===== config.mk =====
export PLATFORM = sky130hd
export DESIGN_NAME = fxp_alu_seq
export DESIGN_NICKNAME = d
export VERILOG_FILES = /design/src/rtl/fxp_alu_pkg.sv /design/src/rtl/fxp_div_iter.sv /design/src/rtl/fxp_alu_seq.sv
export SDC_FILE = /design/constraint.sdc
export NUM_CORES = 2
export LEC_CHECK = 0
export CORE_UTILIZATION = 60
export CTS_CLUSTER_SIZE = 12
export DETAILED_ROUTE_END_ITERATION = 6
export PLACE_DENSITY_LB_ADDON = 0.25
export SLEW_MARGIN = 0
export SYNTH_ARGS = -nofsm -noshare
export SYNTH_HDL_FRONTEND = slang
export SYNTH_HIERARCHICAL = 1
export SYNTH_SLANG_ARGS = --single-unit
export TNS_END_PERCENT = 1

===== constraint.sdc =====
create_clock -name clk -period 8.8 [get_ports clk]
set_input_delay 1.76 -clock clk [delete_from_list [all_inputs] [get_ports clk]]
set_output_delay 1.76 -clock clk [all_outputs]
set_load 0.02 [all_outputs]

===== src/rtl/fxp_alu_pkg.sv =====
// Shared types for the sequential fixed-point ALU: operation codes and FSM states.
package fxp_alu_pkg;

  typedef enum logic [1:0] {
    OP_ADD = 2'b00,
    OP_SUB = 2'b01,
    OP_MUL = 2'b10,
    OP_DIV = 2'b11
  } op_e;

  typedef enum logic [1:0] {
    S_IDLE = 2'b00,
    S_MUL  = 2'b01,
    S_DIV  = 2'b10,
    S_DONE = 2'b11
  } state_e;

endpackage


===== src/rtl/fxp_div_iter.sv =====
// Restoring unsigned divider: (dividend << FRAC) / divisor, one quotient bit per cycle.
// done is high during the cycle that produces the last bit; quotient then carries the final value.
module fxp_div_iter
  import fxp_alu_pkg::*;
#(
  parameter int W    = 32,
  parameter int FRAC = W / 2
) (
  input  logic                clk,
  input  logic                rst,
  input  logic                start,
  input  logic [W-1:0]        dividend,
  input  logic [W-1:0]        divisor,
  output logic                busy,
  output logic                done,
  output logic [W+FRAC-1:0]   quotient
);

  localparam int N  = W + FRAC;
  localparam int CW = $clog2(N + 1);

  logic [N-1:0]  dvd_reg;
  logic [W-1:0]  dvs_reg;
  logic [W-1:0]  rem_reg;
  logic [N-1:0]  quo_reg;
  logic [CW-1:0] cnt_reg;
  logic          busy_reg;

  logic [W:0]    rem_shift;
  logic [W:0]    rem_diff;
  logic          rem_ge;
  logic [W-1:0]  rem_next;
  logic [N-1:0]  quo_next;

  // The remainder stays below the divisor, so after the trial subtraction a
  // clear top bit means the shifted remainder was large enough.
  always_comb begin
    rem_shift = {rem_reg, dvd_reg[N-1]};
    rem_diff  = rem_shift - {1'b0, dvs_reg};
    rem_ge    = ~rem_diff[W];
    rem_next  = rem_ge ? rem_diff[W-1:0] : rem_shift[W-1:0];
    quo_next  = {quo_reg[N-2:0], rem_ge};
  end

  assign busy     = busy_reg;
  assign done     = busy_reg && (cnt_reg == CW'(1));
  assign quotient = quo_next;

  always_ff @(posedge clk or posedge rst) begin
    if (rst) begin
      dvd_reg  <= '0;
      dvs_reg  <= '0;
      rem_reg  <= '0;
      quo_reg  <= '0;
      cnt_reg  <= '0;
      busy_reg <= 1'b0;
    end else if (start) begin
      dvd_reg  <= {dividend, {FRAC{1'b0}}};
      dvs_reg  <= divisor;
      rem_reg  <= '0;
      quo_reg  <= '0;
      cnt_reg  <= CW'(N);
      busy_reg <= 1'b1;
    end else if (busy_reg) begin
      dvd_reg <= dvd_reg << 1;
      rem_reg <= rem_next;
      quo_reg <= quo_next;
      cnt_reg <= cnt_reg - CW'(1);
      if (cnt_reg == CW'(1)) begin
        busy_reg <= 1'b0;
      end
    end
  end

endmodule


===== src/rtl/fxp_alu_seq.sv =====
// Sequential signed fixed-point ALU (ADD/SUB/MUL/DIV) with valid/ready handshakes.
// Define FXP_ALU_SAT_EN to saturate overflowing results; otherwise they wrap.
module fxp_alu_seq
  import fxp_alu_pkg::*;
#(
  parameter int W    = 32,
  parameter int FRAC = W / 2
) (
  input  logic         clk,
  input  logic         rst,
  input  logic         in_valid,
  output logic         in_ready,
  input  logic [1:0]   op,
  input  logic [W-1:0] a,
  input  logic [W-1:0] b,
  output logic         out_valid,
  input  logic         out_ready,
  output logic [W-1:0] result,
  output logic         ovf,
  output logic         dz
);

  localparam int MW = 2 * W + 2;
  localparam int N  = W + FRAC;

  localparam logic [W-1:0]  RES_MAX     = {1'b0, {(W-1){1'b1}}};
  localparam logic [W-1:0]  RES_MIN     = {1'b1, {(W-1){1'b0}}};
  localparam logic [MW-1:0] MAG_NEG_LIM = MW'(1) << (W - 1);
  localparam logic [MW-1:0] MAG_POS_LIM = MAG_NEG_LIM - MW'(1);

`ifdef FXP_ALU_SAT_EN
  localparam bit SAT = 1'b1;
`else
  localparam bit SAT = 1'b0;
`endif

  // Apply a sign to an unsigned magnitude and range-check it: returns {ovf, result}.
  function automatic logic [W:0] fin_mag(input logic [MW-1:0] mag, input logic neg);
    logic         ovf_f;
    logic [W-1:0] res_f;
    ovf_f = neg ? (mag > MAG_NEG_LIM) : (mag > MAG_POS_LIM);
    res_f = neg ? (~mag[W-1:0] + 1'b1) : mag[W-1:0];
    if (ovf_f && SAT) begin
      res_f = neg ? RES_MIN : RES_MAX;
    end
    return {ovf_f, res_f};
  endfunction

  function automatic logic [W:0] fin_sum(input logic [W:0] s);
    logic         ovf_f;
    logic [W-1:0] res_f;
    ovf_f = s[W] ^ s[W-1];
    res_f = s[W-1:0];
    if (ovf_f && SAT) begin
      res_f = s[W] ? RES_MIN : RES_MAX;
    end
    return {ovf_f, res_f};
  endfunction

  // W+1 bits so that the most negative operand keeps its exact magnitude.
  function automatic logic [W:0] mag_of(input logic [W-1:0] x);
    logic [W:0] ext;
    ext = {x[W-1], x};
    return x[W-1] ? (~ext + 1'b1) : ext;
  endfunction

  state_e        state_reg, state_next;
  logic [W:0]    a_mag_reg, b_mag_reg;
  logic          neg_reg;
  logic [W-1:0]  result_reg;
  logic          ovf_reg;
  logic          dz_reg;

  op_e           op_in;
  logic          accept;
  logic          b_zero;
  logic [W:0]    a_mag, b_mag;
  logic [W:0]    sum_add, sum_sub;
  logic [MW-1:0] mul_prod, mul_mag;
  logic [W:0]    add_fin, sub_fin, mul_fin, div_fin;

  logic          div_start;
  logic          div_busy;
  logic          div_done;
  logic          div_finish;
  logic [N-1:0]  div_quotient;

  assign op_in  = op_e'(op);
  assign accept = in_valid && in_ready;
  assign b_zero = (b == '0);
  assign a_mag  = mag_of(a);
  assign b_mag  = mag_of(b);

  assign sum_add  = {a[W-1], a} + {b[W-1], b};
  assign sum_sub  = {a[W-1], a} - {b[W-1], b};
  assign mul_prod = MW'(a_mag_reg) * MW'(b_mag_reg);
  assign mul_mag  = mul_prod >> FRAC;

  assign add_fin = fin_sum(sum_add);
  assign sub_fin = fin_sum(sum_sub);
  assign mul_fin = fin_mag(mul_mag, neg_reg);
  assign div_fin = fin_mag(MW'(div_quotient), neg_reg);

  assign div_start = accept && (op_in == OP_DIV) && !b_zero;
  // An idle divider while in S_DIV can only mean lost state; leave rather than hang.
  assign div_finish = div_done || !div_busy;

  fxp_div_iter #(
    .W    (W),
    .FRAC (FRAC)
  ) u_div (
    .clk      (clk),
    .rst      (rst),
    .start    (div_start),
    .dividend (a_mag[W-1:0]),
    .divisor  (b_mag[W-1:0]),
    .busy     (div_busy),
    .done     (div_done),
    .quotient (div_quotient)
  );

  always_ff @(posedge clk or posedge rst) begin
    if (rst) begin
      state_reg <= S_IDLE;
    end else begin
      state_reg <= state_next;
    end
  end

  always_comb begin
    state_next = state_reg;
    in_ready   = 1'b0;
    out_valid  = 1'b0;
    case (state_reg)
      S_IDLE: begin
        in_ready = 1'b1;
        if (in_valid) begin
          case (op_in)
            OP_MUL:  state_next = S_MUL;
            OP_DIV:  state_next = b_zero ? S_DONE : S_DIV;
            default: state_next = S_DONE;
          endcase
        end
      end
      S_MUL: state_next = S_DONE;
      S_DIV: begin
        if (div_finish) begin
          state_next = S_DONE;
        end
      end
      S_DONE: begin
        out_valid = 1'b1;
        if (out_ready) begin
          state_next = S_IDLE;
        end
      end
      default: state_next = S_IDLE;
    endcase
  end

  always_ff @(posedge clk or posedge rst) begin
    if (rst) begin
      a_mag_reg  <= '0;
      b_mag_reg  <= '0;
      neg_reg    <= 1'b0;
      result_reg <= '0;
      ovf_reg    <= 1'b0;
      dz_reg     <= 1'b0;
    end else begin
      case (state_reg)
        S_IDLE: begin
          if (accept) begin
            a_mag_reg <= a_mag;
            b_mag_reg <= b_mag;
            neg_reg   <= a[W-1] ^ b[W-1];
            ovf_reg   <= 1'b0;
            dz_reg    <= 1'b0;
            case (op_in)
              OP_ADD: {ovf_reg, result_reg} <= add_fin;
              OP_SUB: {ovf_reg, result_reg} <= sub_fin;
              OP_DIV: begin
                if (b_zero) begin
                  dz_reg     <= 1'b1;
                  result_reg <= a[W-1] ? RES_MIN : RES_MAX;
                end
              end
              default: ;
            endcase
          end
        end
        S_MUL: {ovf_reg, result_reg} <= mul_fin;
        S_DIV: begin
          if (div_finish) begin
            {ovf_reg, result_reg} <= div_fin;
          end
        end
        default: ;
      endcase
    end
  end

  assign result = result_reg;
  assign ovf    = ovf_reg;
  assign dz     = dz_reg;

endmodule


Word level (Yosys, flattened, before mapping)

Index checks and enable logic that the tools add are counted.

Equal/unequal tests: 13
Order comparisons: 4
Multipliers: 1
Multiplexer cells: 38
Reductions and logical operators: 16
Add/subtract/negate cells: 8
Bitwise operators: 8

Operators by type and width:

| cell                                                 | number |
|---|---|
| two-way mux 32 bit                                   | 9 |
| case mux 32 bit (3 select lines)                     | 2 |
| two-way mux 48 bit                                   | 2 |
| two-way mux 47 bit                                   | 2 |
| adder 33 x 1 -> 33 bit, second input constant        | 2 |
| multiplier 33 x 33 -> 66 bit                         | 1 |
| two-way mux 33 bit                                   | 2 |
| NOT 33 bit                                           | 2 |
| adder 32 x 1 -> 32 bit, second input constant        | 2 |
| NOT 32 bit                                           | 2 |
| > comparator 50 x 31 -> 1 bit, second input constant | 1 |
| > comparator 50 x 32 -> 1 bit, second input constant | 1 |
| > comparator 48 x 31 -> 1 bit, second input constant | 1 |
| > comparator 48 x 32 -> 1 bit, second input constant | 1 |
| adder 32 x 32 -> 33 bit                              | 1 |
| subtractor 32 x 32 -> 33 bit                         | 1 |
| subtractor 33 x 32 -> 33 bit                         | 1 |
| zero test 32 bit                                     | 1 |
| two-way mux 1 bit                                    | 12 |
| two-way mux 6 bit                                    | 2 |
| == test 2 bit, second input constant                 | 4 |
| inequality test 2 bit, second input constant         | 4 |
| case mux 2 bit (4 select lines)                      | 1 |
| == test 6 x 1 -> 1 bit, second input constant        | 1 |
| other kinds (19)                                     | 30 |

Word-level logic and storage cells: 101
Input bits: 70
Output and inout bits: 36
Bits in registers: 269

Logic depth before layout (Yosys ltp)

Depth in word-level cells: 7
Depth in mapped cells: 30

By module

The synthesis kept the hierarchy.

Modules (own cells, without submodules):

| module       | cells each | seq. area each (sq um) | area an instance (sq um) | instances |
|---|---|---|---|---|
| fxp_alu_seq  | 5540       | 2577.5                 | 46942.5                  | 1 |
| fxp_div_iter | 947        | 3753.6                 | 8630.8                   | 1 |

Least setup slack after synthesis

Ideal clock, no wire load.

Path type: reg2reg
From: register b_mag_reg[25]
To: register result_reg[26] (netlist: result[26])
Setup slack: 405 ps
Path buffers: 3
Arrival: 8249 ps
Cell stages (with the launch flop): 30
Data required time: 8654 ps
Cells stage by stage: dfrtp_1 > clkbuf_1 > clkbuf_1 > nand2_1 > fa_1 > inv_1 > fa_1 > inv_1 > fa_1 > inv_1 > fa_1 > fa_1 > fa_1 > fa_1 > inv_1 > fa_1 > inv_1 > ha_1 > clkbuf_1 > nand2_1 > o21a_1 > o31ai_1 > mux2i_1 > o311ai_0 > a311oi_1 > and4bb_2 > nor2b_1 > a31oi_1 > mux2i_1 > a311oi_1

Longest elaborated chain between the ends: 5

RTL lines:

| element                              | line               | text |
|---|---|---|
| from (decl)                          | fxp_alu_seq.sv:68  | `logic [W:0] a_mag_reg, b_mag_reg;` |
| from (signal assigned)               | fxp_alu_seq.sv:174 | `b_mag_reg <= b_mag;` |
| multiplier 33 x 33 -> 66 bit (*)     | fxp_alu_seq.sv:96  | `assign mul_prod = MW'(a_mag_reg) * MW'(b_mag_reg);` |
| NOT 32 bit                           | fxp_alu_seq.sv:42  | `res_f = neg ? (~mag[W-1:0] + 1'b1) : mag[W-1:0];` |
| adder 32 x 1 -> 32 bit               | fxp_alu_seq.sv:42  |  |
| two-way mux 32 bit (*)               | fxp_alu_seq.sv:42  |  |
| case mux 32 bit (3 select lines) (*) | fxp_alu_seq.sv:170 | `case (state_reg)` |
| to (signal assigned)                 | fxp_alu_seq.sv:179 | `OP_ADD: {ovf_reg, result_reg} <= add_fin;` |
| to (signal assigned)                 | fxp_alu_seq.sv:180 | `OP_SUB: {ovf_reg, result_reg} <= sub_fin;` |
| to (signal assigned)                 | fxp_alu_seq.sv:184 | `result_reg <= a[W-1] ? RES_MIN : RES_MAX;` |
| to (decl)                            | fxp_alu_seq.sv:70  | `logic [W-1:0] result_reg;` |

Every way passes the cells marked *; elsewhere a longest branch is shown, timed or not.
A chain may end at the register's enable or synchronous reset.

Final worst setup path

From: register a_mag_reg[16]
To: register result_reg[21] (netlist: result[21])

Longest elaborated chain between the ends: 5

RTL lines:

| element                              | line               | text |
|---|---|---|
| from (decl)                          | fxp_alu_seq.sv:68  |  |
| from (signal assigned)               | fxp_alu_seq.sv:173 | `a_mag_reg <= a_mag;` |
| multiplier 33 x 33 -> 66 bit (*)     | fxp_alu_seq.sv:96  |  |
| NOT 32 bit                           | fxp_alu_seq.sv:42  |  |
| adder 32 x 1 -> 32 bit               | fxp_alu_seq.sv:42  |  |
| two-way mux 32 bit (*)               | fxp_alu_seq.sv:42  |  |
| case mux 32 bit (3 select lines) (*) | fxp_alu_seq.sv:170 |  |

Marked as above.

==> summary.txt <==
Outcome
  • Status: finished, final reports clean

CTS
  • CTS H-tree lvls: 2
  • Clk sinks: 253
  • Clk slew on worst S/H paths: 0.07 ns
  • Skew-Pair Late Insertion Delay: 0.58 ns
  • TritonCTS Buffers: 34
  • Root buffer cell: clkbuf_16
  • CTS Hold Buffers Added: 0
  • CTS tree: yes
  • Longest Clk Path Bufs: 3

Floorplanning
  • Die height: 306.3 µm
  • Core area: 91660 µm²
  • IO Pins: 106
  • Die Width: 306.3 µm
  • Die Area: 93840 µm²
  • Initial Util: 0.6063
  • Row count: 111

Drt
  • Vias after detailed routing: 46.90k
  • # DRC: 0
  • Antenna-violating nets left: 0
  • Vias per cell: 5.950
  • Wirelength, routed: 169200 µm
  • DR iter-0 viols: 4237
  • Detailed Routing Iterations Pass 1: 6
  • DR WL/cell: 21.46 µm

Flow run
  • Max Cap Violations: 0

Pwr
  • Tot Pwr: 0.003110 W
  • Internal: 0.002193 W
  • Net Sw Frac: 0.2951
  • Max IR drop VDD: 0.0001262 V
  • Comb power frac: 0.137
  • Static leakage: 32.02 nW
  • Pwr Density: 49.74 nW/µm²
  • Psw: 0.0009178 W
  • Part of the power in registers: 0.374
  • Clock power share: 0.489

Setup path
  • CP Max Fanout: 11
  • Crit. End Element: register
  • Slowest cell on crit path: or4_4
  • R2R cell count: 29
  • Critical path class: reg2reg
  • CP most frequent cell: fa_1
  • WP data required: 9.25 ns
  • Critical path arrival: 9.10 ns
  • Setup crit start kind: register
  • Critical Path Max Stage Delay: 0.58 ns

Global route
  • Initial antenna violation count: 3
  • Global route overflow: 0
  • Largest net degree at the start of global routing: 107
  • Vias in the first global route: 47.04k
  • First-pass GRT wire length: 268600 µm
  • Global Route Usage Sum: 0.3683

Finish
  • Share of cells above drive strength 1: 0.1052
  • Area grow syn2layout: 12.53%
  • Max reg flops: 47
  • Layout Nets: 8074
  • Most common cell after layout, fill and taps aside: inv_1
  • Design Area, Final: 62540 µm²
  • Most frequent cells in the layout: 1134 x inv_1, 939 x fa_1, 933 x nand2_1, 601 x and2_1, 367 x buf_4

Min path
  • Hold path depth: 2
  • Tightest Hold Check Type: reg2reg

STA
  • Count of final max-slew check failures: 0
  • Measured slew at the worst slew-check pin: 1.107 ns
  • RSZ-0062 raised after global routing: true
  • Slew headroom: 0.2544
  • Final period util: 0.9823
  • Hold Fails Final Rpt: 0
  • Post-layout min period: 8.644 ns
  • Fin Clk Skew: 0.02011 ns
  • Fmax: 115.7 MHz
  • Setup violations, final: 0

Logic synthesis
  • Number of synthesized flops with an enable pin: 0
  • Syn nets: 7891
  • Number of synthesis warnings: 6
  • Synth Flop Type: dfrtp_1
  • Synth Register Bits: 253
  • Sequential share of the synthesized area: 0.1139
  • Mapped Area: 55570 µm²
  • Post-synth ARST share: 1.000
  • Distinct cells, synth: 97
  • Synthesized netlist cell count: 6487
  • Syn avg cell area: 8.567 µm²

Place
  • IO buf count: 105
  • Area after DPL: 60160 µm²
  • Hpwl dp: 138500 µm
  • RD Place Congestion: 0.9923
==> power groups by stage <==
stage / Sequential, W / Combinational [W] / Clock (W)
6_report: 0.00116 / 0.000426 / 0.00152
5_1_grt: 0.00116 / 0.000456 / 0.00158
4_1_cts: 0.00116 / 0.000417 / 0.00153
3_5_place_dp: 0.00118 / 0.000415 / 0
3_3_place_gp: 0.00118 / 0.000414 / 0
2_1_floorplan: 0.00118 / 0.000256 / 0
==> worst max-delay path, delay by kind of cell, from the launching register on <==
kind,cells,cell delay [ns]
AND/OR/NAND/NOR,4,0.95
adder cells (fa/ha/maj),9,4.44
buffers and inverters,9,1.07
flip-flops,1,0.43
AO/OA/AOI/OAI,5,1.36
XOR/XNOR,2,0.26
==> layout make-up <==
class | count | area [µm²]
multi-input combinational | 4714 | 44360
tap | 1186 | 1484
fill | 7292 | 29130
clock buffer | 39 | 909.6
sequential | 253 | 6374
clock inverter | 22 | 299.0
antenna | 1 | 2.502
timing repair buffer | 526 | 4813
inverter | 1141 | 4290
==> through the flow <==
step | util | hold WS [ns] | TNS [ns] | setup WS (ns) | std cells
final | 0.6822 | 0.4827 | 0 | 0.1561 | 7882
after CTS | 0.6703 | 0.4917 | -0.08069 | -0.05839 | 7855
after floorplan | - | 0.4741 | 0 | 0.4052 | 6487
after global routing | 0.6822 | 0.5180 | -0.7318 | -0.1051 | 7882
after detailed placement | 0.6563 | 0.4747 | -0.9925 | -0.2225 | 7792
after global placement | 0.6563 | 0.4671 | -0.4705 | -0.1252 | 7792
==> what timing repair did <==
action	4_1_cts	5_1_grt
cloned	0	1
resized for setup	15	190
pin swaps	4	83
endpoints found under the setup margin	15	22
setup buffers	2	25
==> Yosys cell counts (10+ instances only) <==
cell type | count | area (µm²)
and3_1 | 24 | 150.1
buf_2 | 11 | 55.05
or4_1 | 18 | 135.1
buf_1 | 15 | 56.30
nand3_1 | 79 | 395.4
o211ai_1 | 29 | 217.7
clkbuf_1 | 350 | 1314
nor4_1 | 29 | 181.4
a31oi_1 | 28 | 175.2
and2_1 | 602 | 3766
o221ai_1 | 15 | 131.4
mux2i_1 | 94 | 940.9
o21a_1 | 26 | 195.2
o31ai_1 | 55 | 412.9
xor2_1 | 47 | 411.6
dfrtp_1 | 253 | 6331
nand4_1 | 40 | 250.2
nor3_1 | 60 | 300.3
fa_1 | 960 | 19220
a211oi_1 | 32 | 240.2
o41ai_1 | 16 | 140.1
o21bai_1 | 19 | 142.6
ha_1 | 374 | 4679
a2111oi_0 | 10 | 87.58
xnor2_1 | 161 | 1410
nand2_1 | 937 | 3517
or2_2 | 16 | 100.1
o21ai_0 | 227 | 1136
nor2b_1 | 22 | 137.6
nor2_1 | 232 | 870.8
inv_1 | 1136 | 4264
a21o_1 | 58 | 435.4
nand2b_1 | 22 | 137.6
a21oi_1 | 199 | 996.0
a221oi_1 | 45 | 394.1
a311oi_1 | 28 | 245.2
a211o_1 | 16 | 140.1
or3_1 | 22 | 137.6
==> logic make-up after synthesis <==
| group | Yosys count | synth area share |
|---|---|---|
| adder cells (fa/ha/maj) | 1334 | 0.4300 |
| XOR/XNOR | 208 | 0.03278 |
| AND/OR/NAND/NOR | 2153 | 0.1898 |
| AO/OA/AOI/OAI | 922 | 0.1126 |
| multiplexers | 97 | 0.01754 |
| flip-flops | 253 | 0.1139 |
| buffers and inverters | 1520 | 0.1033 |
==> per-layer routing <==
layer / wire, µm / vias to the layer above / part of all wire / global-route usage
met1: 69390 / 23485 / 0.41 / 0.5223
met4: 7608 / 4 / 0.045 / 0.1409
li1: - / 20786 / - / -
met3: 17280 / 360 / 0.10 / 0.07832
met5: 26 / - / 0.00015 / 0
met2: 74870 / 2264 / 0.44 / 0.5549
==> worst paths after layout <==
path	end	start	slack, ns
worst min register to register	result[1]$_DFFE_PP0P_	result[1]$_DFFE_PP0P_	0.48
worst max register to register	result[21]$_DFFE_PP0P_	a_mag_reg[16]$_DFFE_PP0P_	0.16
min in group asynchronous	u_div/quo_reg[34]$_DFFE_PP0P_	rst	1.76
worst min-delay path	result[1]$_DFFE_PP0P_	result[1]$_DFFE_PP0P_	0.48
max in group asynchronous	u_div/busy$_DFF_PP0_	rst	5.40
worst max-delay path	result[21]$_DFFE_PP0P_	a_mag_reg[16]$_DFFE_PP0P_	0.16
Power figures use the tool's default switching activity.
